[config.mk]
export PLATFORM = sky130hd
export DESIGN_NAME = mac_stream_cluster_flat
export DESIGN_NICKNAME = d
export VERILOG_FILES = /design/src/rtl/mac_stream_cluster_if.sv /design/src/rtl/mac_stream_cluster.sv /design/src/flat_wrapper.sv
export SDC_FILE = /design/constraint.sdc
export NUM_CORES = 2
export LEC_CHECK = 0
export ABC_CLOCK_PERIOD_IN_PS = 27300
export CORE_MARGIN = 5
export CORE_UTILIZATION = 65
export CTS_BUF_LIST = sky130_fd_sc_hd__clkbuf_8
export CTS_CLUSTER_DIAMETER = 200
export CTS_CLUSTER_SIZE = 40
export DETAILED_ROUTE_END_ITERATION = 12
export GPL_ROUTABILITY_DRIVEN = 0
export PLACE_DENSITY_LB_ADDON = 0.3
export SYNTH_ARGS = -nofsm -noshare
export SYNTH_HDL_FRONTEND = slang
export SYNTH_SLANG_ARGS = --single-unit
[constraint.sdc]
create_clock -name clk -period 27.3 [get_ports clk]
set_input_delay 4.095 -clock clk [delete_from_list [all_inputs] [get_ports clk]]
set_output_delay 4.095 -clock clk [all_outputs]
set_load 0.05 [all_outputs]
[src/rtl/mac_stream_cluster_if.sv]
// Stream and configuration bundle for mac_stream_cluster.
// The slave modport is the MAC cluster; master is the fetch/writeback side driving it.
interface mac_stream_cluster_if #(
  parameter int LANES     = 4,
  parameter int IN_WIDTH  = 8,
  parameter int ACC_WIDTH = 32,
  parameter int CNT_WIDTH = 16
);
  logic                           cset;
  logic                           cfg_signed;
  logic                           cfg_sat;
  logic [CNT_WIDTH-1:0]           cfg_len;
  logic [LANES*ACC_WIDTH-1:0]     cfg_init;
  logic                           in_valid;
  logic                           in_ready;
  logic [LANES*IN_WIDTH-1:0]      a;
  logic [LANES*IN_WIDTH-1:0]      b;
  logic                           out_valid;
  logic                           out_ready;
  logic [LANES*ACC_WIDTH-1:0]     out;
  logic [LANES-1:0]               out_ovf;
  logic                           busy;

  modport slave (
    input  cset, cfg_signed, cfg_sat, cfg_len, cfg_init,
    input  in_valid, a, b, out_ready,
    output in_ready, out_valid, out, out_ovf, busy
  );

  modport master (
    output cset, cfg_signed, cfg_sat, cfg_len, cfg_init,
    output in_valid, a, b, out_ready,
    input  in_ready, out_valid, out, out_ovf, busy
  );
endinterface

[src/rtl/mac_stream_cluster.sv]
// LANES-wide multiply-accumulate cluster: two-stage pipeline (multiply, accumulate),
// emits one dot-product per cfg_len beats, optional saturation with sticky overflow.
module mac_stream_cluster #(
  parameter int LANES     = 4,
  parameter int IN_WIDTH  = 8,
  parameter int ACC_WIDTH = 32,
  parameter int CNT_WIDTH = 16
) (
  input  logic                 clk,
  input  logic                 rst,
  mac_stream_cluster_if.slave  bus
);
  localparam int PW = 2 * IN_WIDTH;
  localparam logic [ACC_WIDTH-1:0] SMAX = {1'b0, {(ACC_WIDTH-1){1'b1}}};
  localparam logic [ACC_WIDTH-1:0] SMIN = {1'b1, {(ACC_WIDTH-1){1'b0}}};

  logic                               signed_q, signed_d;
  logic                               sat_q, sat_d;
  logic [CNT_WIDTH-1:0]               len_q, len_d;
  logic [LANES-1:0][ACC_WIDTH-1:0]    init_q, init_d;
  logic [LANES-1:0][PW-1:0]           p_q, p_d;
  logic                               p_valid_q, p_valid_d;
  logic [LANES-1:0][ACC_WIDTH-1:0]    acc_q, acc_d;
  logic [LANES-1:0]                   ovf_q, ovf_d;
  logic [CNT_WIDTH-1:0]               cnt_q, cnt_d;
  logic [LANES-1:0][ACC_WIDTH-1:0]    out_q, out_d;
  logic [LANES-1:0]                   out_ovf_q, out_ovf_d;
  logic                               out_valid_q, out_valid_d;

  logic [LANES-1:0][PW-1:0]           prod_w;
  logic [LANES-1:0][ACC_WIDTH-1:0]    sum_w;
  logic [LANES-1:0]                   ovf_w;
  logic                               stall, accept, advance, last, busy, cfg_load;

  assign stall    = out_valid_q & ~bus.out_ready;
  assign accept   = bus.in_valid & ~stall;
  assign advance  = p_valid_q & ~stall;
  assign last     = (cnt_q == len_q - CNT_WIDTH'(1));
  assign busy     = p_valid_q | out_valid_q | (cnt_q != '0);
  assign cfg_load = bus.cset & ~busy;

  assign bus.in_ready  = ~stall;
  assign bus.out_valid = out_valid_q;
  assign bus.out       = out_q;
  assign bus.out_ovf   = out_ovf_q;
  assign bus.busy      = busy;

  // Operands are extended to PW bits so a PW-bit product is exact in either signedness.
  for (genvar g = 0; g < LANES; g++) begin : g_lane
    logic [PW-1:0]        ax, bx;
    logic [ACC_WIDTH:0]   accx, px, sf;

    assign ax = {{IN_WIDTH{signed_q & bus.a[g*IN_WIDTH+IN_WIDTH-1]}}, bus.a[g*IN_WIDTH +: IN_WIDTH]};
    assign bx = {{IN_WIDTH{signed_q & bus.b[g*IN_WIDTH+IN_WIDTH-1]}}, bus.b[g*IN_WIDTH +: IN_WIDTH]};
    assign prod_w[g] = ax * bx;

    assign px   = {{(ACC_WIDTH-PW+1){signed_q & p_q[g][PW-1]}}, p_q[g]};
    assign accx = {signed_q & acc_q[g][ACC_WIDTH-1], acc_q[g]};
    assign sf   = accx + px;

    // One guard bit: signed overflow when the top two bits disagree, unsigned on carry-out.
    assign ovf_w[g] = signed_q ? (sf[ACC_WIDTH] ^ sf[ACC_WIDTH-1]) : sf[ACC_WIDTH];
    assign sum_w[g] = !(sat_q & ovf_w[g]) ? sf[ACC_WIDTH-1:0] :
                      !signed_q           ? {ACC_WIDTH{1'b1}} :
                      sf[ACC_WIDTH]       ? SMIN : SMAX;
  end

  always_comb begin
    signed_d    = signed_q;
    sat_d       = sat_q;
    len_d       = len_q;
    init_d      = init_q;
    p_d         = p_q;
    p_valid_d   = p_valid_q;
    acc_d       = acc_q;
    ovf_d       = ovf_q;
    cnt_d       = cnt_q;
    out_d       = out_q;
    out_ovf_d   = out_ovf_q;
    out_valid_d = out_valid_q;

    if (cfg_load) begin
      signed_d = bus.cfg_signed;
      sat_d    = bus.cfg_sat;
      len_d    = (bus.cfg_len == '0) ? CNT_WIDTH'(1) : bus.cfg_len;
      init_d   = bus.cfg_init;
      acc_d    = bus.cfg_init;
      ovf_d    = '0;
      cnt_d    = '0;
    end

    if (!stall) begin
      p_valid_d = accept;
    end
    if (accept) begin
      p_d = prod_w;
    end

    if (out_valid_q && bus.out_ready) begin
      out_valid_d = 1'b0;
    end

    // advance implies busy, so it never coincides with a config load.
    if (advance) begin
      if (last) begin
        out_d       = sum_w;
        out_ovf_d   = ovf_q | ovf_w;
        out_valid_d = 1'b1;
        acc_d       = init_q;
        ovf_d       = '0;
        cnt_d       = '0;
      end else begin
        acc_d = sum_w;
        ovf_d = ovf_q | ovf_w;
        cnt_d = cnt_q + CNT_WIDTH'(1);
      end
    end
  end

  always_ff @(posedge clk or posedge rst) begin
    if (rst) begin
      signed_q    <= 1'b0;
      sat_q       <= 1'b0;
      len_q       <= CNT_WIDTH'(1);
      init_q      <= '0;
      p_q         <= '0;
      p_valid_q   <= 1'b0;
      acc_q       <= '0;
      ovf_q       <= '0;
      cnt_q       <= '0;
      out_q       <= '0;
      out_ovf_q   <= '0;
      out_valid_q <= 1'b0;
    end else begin
      signed_q    <= signed_d;
      sat_q       <= sat_d;
      len_q       <= len_d;
      init_q      <= init_d;
      p_q         <= p_d;
      p_valid_q   <= p_valid_d;
      acc_q       <= acc_d;
      ovf_q       <= ovf_d;
      cnt_q       <= cnt_d;
      out_q       <= out_d;
      out_ovf_q   <= out_ovf_d;
      out_valid_q <= out_valid_d;
    end
  end
endmodule
[src/flat_wrapper.sv]
// flat-port wrapper written by rule: the top's interface ports become plain ports
module mac_stream_cluster_flat 
#(
  parameter int LANES     = 4,
  parameter int IN_WIDTH  = 8,
  parameter int ACC_WIDTH = 32,
  parameter int CNT_WIDTH = 16
)
  (clk, rst, bus_cset, bus_cfg_signed, bus_cfg_sat, bus_cfg_len, bus_cfg_init, bus_in_valid, bus_a, bus_b, bus_out_ready, bus_in_ready, bus_out_valid, bus_out, bus_out_ovf, bus_busy);
  mac_stream_cluster_if #(.LANES(LANES), .IN_WIDTH(IN_WIDTH), .ACC_WIDTH(ACC_WIDTH), .CNT_WIDTH(CNT_WIDTH)) bus_i ();
  input  logic clk;
  input  logic rst;
  input wire logic [$bits(bus_i.cset)-1:0] bus_cset;
  input wire logic [$bits(bus_i.cfg_signed)-1:0] bus_cfg_signed;
  input wire logic [$bits(bus_i.cfg_sat)-1:0] bus_cfg_sat;
  input wire logic [$bits(bus_i.cfg_len)-1:0] bus_cfg_len;
  input wire logic [$bits(bus_i.cfg_init)-1:0] bus_cfg_init;
  input wire logic [$bits(bus_i.in_valid)-1:0] bus_in_valid;
  input wire logic [$bits(bus_i.a)-1:0] bus_a;
  input wire logic [$bits(bus_i.b)-1:0] bus_b;
  input wire logic [$bits(bus_i.out_ready)-1:0] bus_out_ready;
  output wire logic [$bits(bus_i.in_ready)-1:0] bus_in_ready;
  output wire logic [$bits(bus_i.out_valid)-1:0] bus_out_valid;
  output wire logic [$bits(bus_i.out)-1:0] bus_out;
  output wire logic [$bits(bus_i.out_ovf)-1:0] bus_out_ovf;
  output wire logic [$bits(bus_i.busy)-1:0] bus_busy;
  assign bus_i.cset = bus_cset;
  assign bus_i.cfg_signed = bus_cfg_signed;
  assign bus_i.cfg_sat = bus_cfg_sat;
  assign bus_i.cfg_len = bus_cfg_len;
  assign bus_i.cfg_init = bus_cfg_init;
  assign bus_i.in_valid = bus_in_valid;
  assign bus_i.a = bus_a;
  assign bus_i.b = bus_b;
  assign bus_i.out_ready = bus_out_ready;
  assign bus_in_ready = bus_i.in_ready;
  assign bus_out_valid = bus_i.out_valid;
  assign bus_out = bus_i.out;
  assign bus_out_ovf = bus_i.out_ovf;
  assign bus_busy = bus_i.busy;
  mac_stream_cluster #(.LANES(LANES), .IN_WIDTH(IN_WIDTH), .ACC_WIDTH(ACC_WIDTH), .CNT_WIDTH(CNT_WIDTH)) u_core (.clk(clk), .rst(rst), .bus(bus_i));
endmodule
* Word level (Yosys, flattened, before mapping) *
Index checks and enable logic that the tools add are counted.
W data, S select, Z words.

cells by class
  add/subtract/negate cells = 6
  $mul = 4
  div/mod/pow operators = 0
  magnitude comparators = 0
  eq/ne operators = 1
  shifts and indexed selects = 0
  mux-type cells = 29
  bitwise operators = 34
  reduce and logical (&&, ||, !) cells = 5

operators with widths
  operator                 count
  $mux W128                3
  $mux W32                 12
  $add A33 B33 Y33         4
  $mul A9 B9 Y16           4
  $mux W16                 4
  $and A1 B1 Y1            24
  $add A16 B1 Y16 const B  1
  $eq A16 B16 Y1           1
  $logic_not A16 Y1        1
  $reduce_bool A16 Y1      1
  $sub A16 B1 Y16 const B  1
  $mux W4                  3
  $mux W1                  7
  $or A4 B4 Y4             1
  $xor A1 B1 Y1            4
  $not A1 Y1               3
  $or A1 B1 Y1             2
  $reduce_and A2 Y1        1
  $reduce_bool A2 Y1       1
  $logic_and A1 B1 Y1      1

storage, ports and cells
  register bits after elaboration = 492
  bits in latches = 0
  memory bits (writable) = 0
  bits in read-only memories = 0
  output and inout port bits = 135
  memories = 0

* Longest topological paths before layout *
  depth in word-level cells = 8
  gate-level depth with buffers = 23

* Worst setup path after synthesis *
Ideal clock, no wire load.

  kind = input port to output port
  start point = input bus_out_ready
  end point = output bus_in_ready
  data arrival time = 4.714 ns
  path slack = 18.491 ns
  cell stages on the path = 2
  path buffers = 1
  cell sequence = nand2b_1 > clkbuf_1

between the ends
  longest elaborated chain between the ends = 3

RTL lines
  item           RTL line                  RTL
  from (decl)    flat_wrapper.sv:21        input wire logic [$bits(bus_i.out_ready)-1:0] bus_out_ready;
  $not A1 Y1     mac_stream_cluster.sv:35  assign stall = out_valid_q & ~bus.out_ready;
  $and A1 B1 Y1  mac_stream_cluster.sv:35
  $not A1 Y1     mac_stream_cluster.sv:42  assign bus.in_ready = ~stall;
  to (decl)      flat_wrapper.sv:22        output wire logic [$bits(bus_i.in_ready)-1:0] bus_in_ready;

No other way between the ends.

* Worst setup path after layout *
Ends and elaborated chain as after synthesis.

==> qor.csv <==
stage;metric;value;unit
power_and_ir_drop;Leak Pwr;20.68;nW
clock_network;Worst-path clk slew;0.14;ns
routing;DRT Pass-1 Iters;6;
floorplan;Top Ports;350;
synth;asr flop ratio synth;100.0;%
min_path;hold path startpoint;u_core.init_q[82];
synth;Adder-Cell Fraction of Synth Area;21.90;%
sta;Final Skew;0.08968;ns
sta;RSZ-0062 raised after global routing;no;
layout;Register Area;12310;µm²
critical_path;most frequent CP cell;clkdlybuf4s50_1;
sta;Slew Limit Headroom;23.56;%
grt;GRT Total Usage;31.60;%
routing;DR vias/cell;6.087;
critical_path;CP Class;primary input to output port;
grt;largest net degree at the start of global routing;147;
clock_network;clk_lat worst skew;0.67;ns
status;status;finished clean;
floorplan;Die ar.;64070;µm²
grt;GRT overflow;0;
routing;1st-iter DRT viols;2694;
clock_network;clock sinks;492;
floorplan;Die X;253.1;µm
routing;DRC;0;
critical_path;Worst Setup Start Kind;primary input;
synth;xor and xnor area share after synthesis;4.650;%
critical_path;Worst Path Required;23.20;ns
layout;multi-input combinational cell area;23990;µm²
sta;post-layout min period;9.759;ns
synth;mux contribution to synthesized area;1.049;%
job;max_cap viols;0;
clock_network;post-cts sizing count;0;
clock_network;Hold Buf Count CTS;0;
synth;Yosys reg bits;492;
critical_path;crit path launch;bus_out_ready;
critical_path;slowest CP cell;clkdlybuf4s50_1;
critical_path;CP arrival;5.66;ns
critical_path;Top Family by Delay on Critical Path;buffers and inverters;
placed_design;Final HPWL DP;76620;µm
layout;Final Util;72.52;%
power_and_ir_drop;PD cells;137.1;nW/µm²
sta;TNS Setup;0;ns
routing;ANT nets after route;0;
sta;Tcrit/Tclk final;35.75;%
synth;Avg Inst Size Synth;8.711;µm²
placed_design;PortBufs;349;
grt;initial antenna violation count;6;
min_path;HP Class;register to register;
sta;worst slew pin tran;1.147;ns
synth;Synth Area in Compound Gates;16.03;%
power_and_ir_drop;VDD IR max;0.09906;mV
synth;number of flops mapped to enable cells by yosys;0;
clock_network;Root Buffer;clkbuf_8;
critical_path;CP cell instances;clkdlybuf4s50_1, nand2b_1, clkdlybuf4s50_1;
clock_network;Num CTS Buffers;16;
critical_path;crit path max fanout;6;
grt;number of global-route vias before repair;32150;
layout;FILL cells;4423;
critical_path;Worst Setup End Kind;output port;
synth;Post-Synthesis Cells;4411;
synth;sequential share of the synthesized area;32.05;%
grt;first-pass GRT wire length;166700;µm
synth;Netlist cell types;87;
layout;Syn-to-layout area delta;10.97;%
sta;Max Fclk;102.5;MHz
sta;Final setup viols;0;
floorplan;FP Rows;89;
routing;WL/cell;19.06;µm
sta;Final Hold Viols;0;
layout;Layout Nets;5342;
synth;Main synth FF type;dfrtp_1;
layout;Final Cell Area;42640;µm²
synth;warnings from Yosys;0;
floorplan;Die Ht;253.1;µm
routing;final WL;102800;µm
clock_network;post-CTS setup buffers;0;
floorplan;initial core utilization;65.35;%
synth;mapped cell area;38420;µm²
clock_network;CTS Buffer Depth;3;
routing;via count;32820;
synth;top cells by area, synth;dfrtp_1 (32%), fa_1 (13%), nand2_1 (9.4%);
synth;Synth top area share;31.98;%
synth;post-synth net total;5145;
synth;post-synth top area cell;dfrtp_1;
critical_path;Buf+Inv Stages, Crit Path;2;
layout;layout cells sized above 1;2.839;%
placed_design;placed inst area;42340;µm²
floorplan;Core Area;58800;µm²
sta;count of pins over their slew limit;0;
clock_network;TritonCTS clock tree;done;
critical_path;worst r2r src;u_core.signed_q;
critical_path;reg2reg setup slack;21.33;ns
critical_path;Critical Path Max Stage Delay;0.86;ns
clock_network;H-tree levels;1;
synth;Simple-Gate Fraction of Synth Area;18.68;%
synth;largest family of logic cells by synthesized area;adder cells;
routing by layer:
metal  track usage [%]  wire length [µm]  vias up
met4             9.702              3602        6
met2             49.53             46500     1424
met3             5.475              9332      208
met5                 0                41        -
met1             45.68             43300    16030
li1                  -                 -    15150
worst paths after layout:
kind,cells after the start,to
max,3,bus_in_ready
min,2,u_core.init_q[82]
max reg2reg,21,u_core.g_lane[2].px[15]
min reg2reg,2,u_core.init_q[82]
max in group asynchronous,4,u_core.init_q[59]
min in group asynchronous,2,u_core.init_q[100]
cell usage in the layout (no fill, tap or decap), drive strengths merged, types with 26 or more instances in the layout:
cell type | Yosys | routed
nor2 | 190 | 190
ha | 263 | 263
nand2 | 961 | 961
inv | 354 | 361
fa | 256 | 256
dfrtp | 491 | 491
nand3 | 107 | 107
a32oi | 73 | 73
buf | 40 | 29
and3 | 41 | 41
a21o | 57 | 57
a21oi | 258 | 258
xor2 | 61 | 61
clkdlybuf4s50 | 0 | 349
mux2 | 26 | 26
xnor2 | 143 | 143
a22oi | 42 | 42
o21ai | 333 | 333
and2 | 168 | 168
logic make-up (layout without fill, tap and decap cells):
group,count (synthesis),in the layout
simple gates,1619,1619
compound gates,986,986
buf+inv,554,758
fa+ha+maj,519,519
flops,492,492
xor+xnor,204,204
mux,37,37
other cells,0,4
final cells by class:
type                    count  share of cell area [%]
multi-input cells        3365                   56.27
inverters                 355                   3.143
clock inverters             8                  0.1321
repair buffers            378                   8.733
well taps                 773                   2.268
clock buffers              17                  0.5488
diodes                      4                 0.02348
flip-flops and latches    492                   28.88
registers in the layout, indices dropped and copies added (netlist names):
signal / flops
u_core.acc_q: 128
u_core.bus.out: 128
u_core.init_q: 128
u_core.g_lane.px: 64
u_core.cnt_q: 16
u_core.len_q: 16
u_core.bus.out_ovf: 4
u_core.ovf_q: 4
u_core.bus.out_valid: 1
u_core.p_valid_q: 1
u_core.sat_q: 1
u_core.signed_q: 1
synth_stat cells (15+ instances only):
cell / number
clkbuf_1: 159
inv_1: 353
nand2b_1: 25
fa_1: 256
nand3_1: 106
and3_1: 41
xor2_1: 61
buf_2: 17
o211ai_1: 22
nor2_1: 189
a31oi_1: 19
a211oi_1: 15
o21ai_0: 327
a32oi_1: 73
o31ai_1: 16
or3_1: 19
a21oi_1: 257
mux2_2: 26
and2_1: 166
nor3_1: 17
xnor2_1: 143
dfrtp_1: 491
o21a_1: 20
a21o_1: 57
nand4_1: 15
a22oi_1: 42
ha_1: 263
or2_2: 23
nor2b_1: 18
nand2_1: 960
o21bai_1: 25
worst min-delay path: stages, from the launching register on:
cell	delay, ns
dfrtp_1	0.37
nand2_1	0.05
nand2_1	0.05
power breakdown:
part	internal (W)	total, W	leakage (nW)	switching [W]
sequential	0.00104	0.00126	6.20	0.000220
combinational	0.00173	0.00431	14.3	0.00258
clock	0.0000606	0.000280	0.171	0.000220
stage by stage:
step                      setup WS, ns  instances  hold WS, ns  total power, W
after floorplan                  9.474       4411       0.4334        0.004438
after global placement           17.58       5363       0.4430        0.005369
after global routing             17.49       5390       0.5139        0.006410
after detailed placement         17.55       5363       0.4499        0.005515
after CTS                        17.54       5388       0.4944        0.005813
final                            17.54       5392       0.4908        0.005847
(Power assumes the default switching activity.)
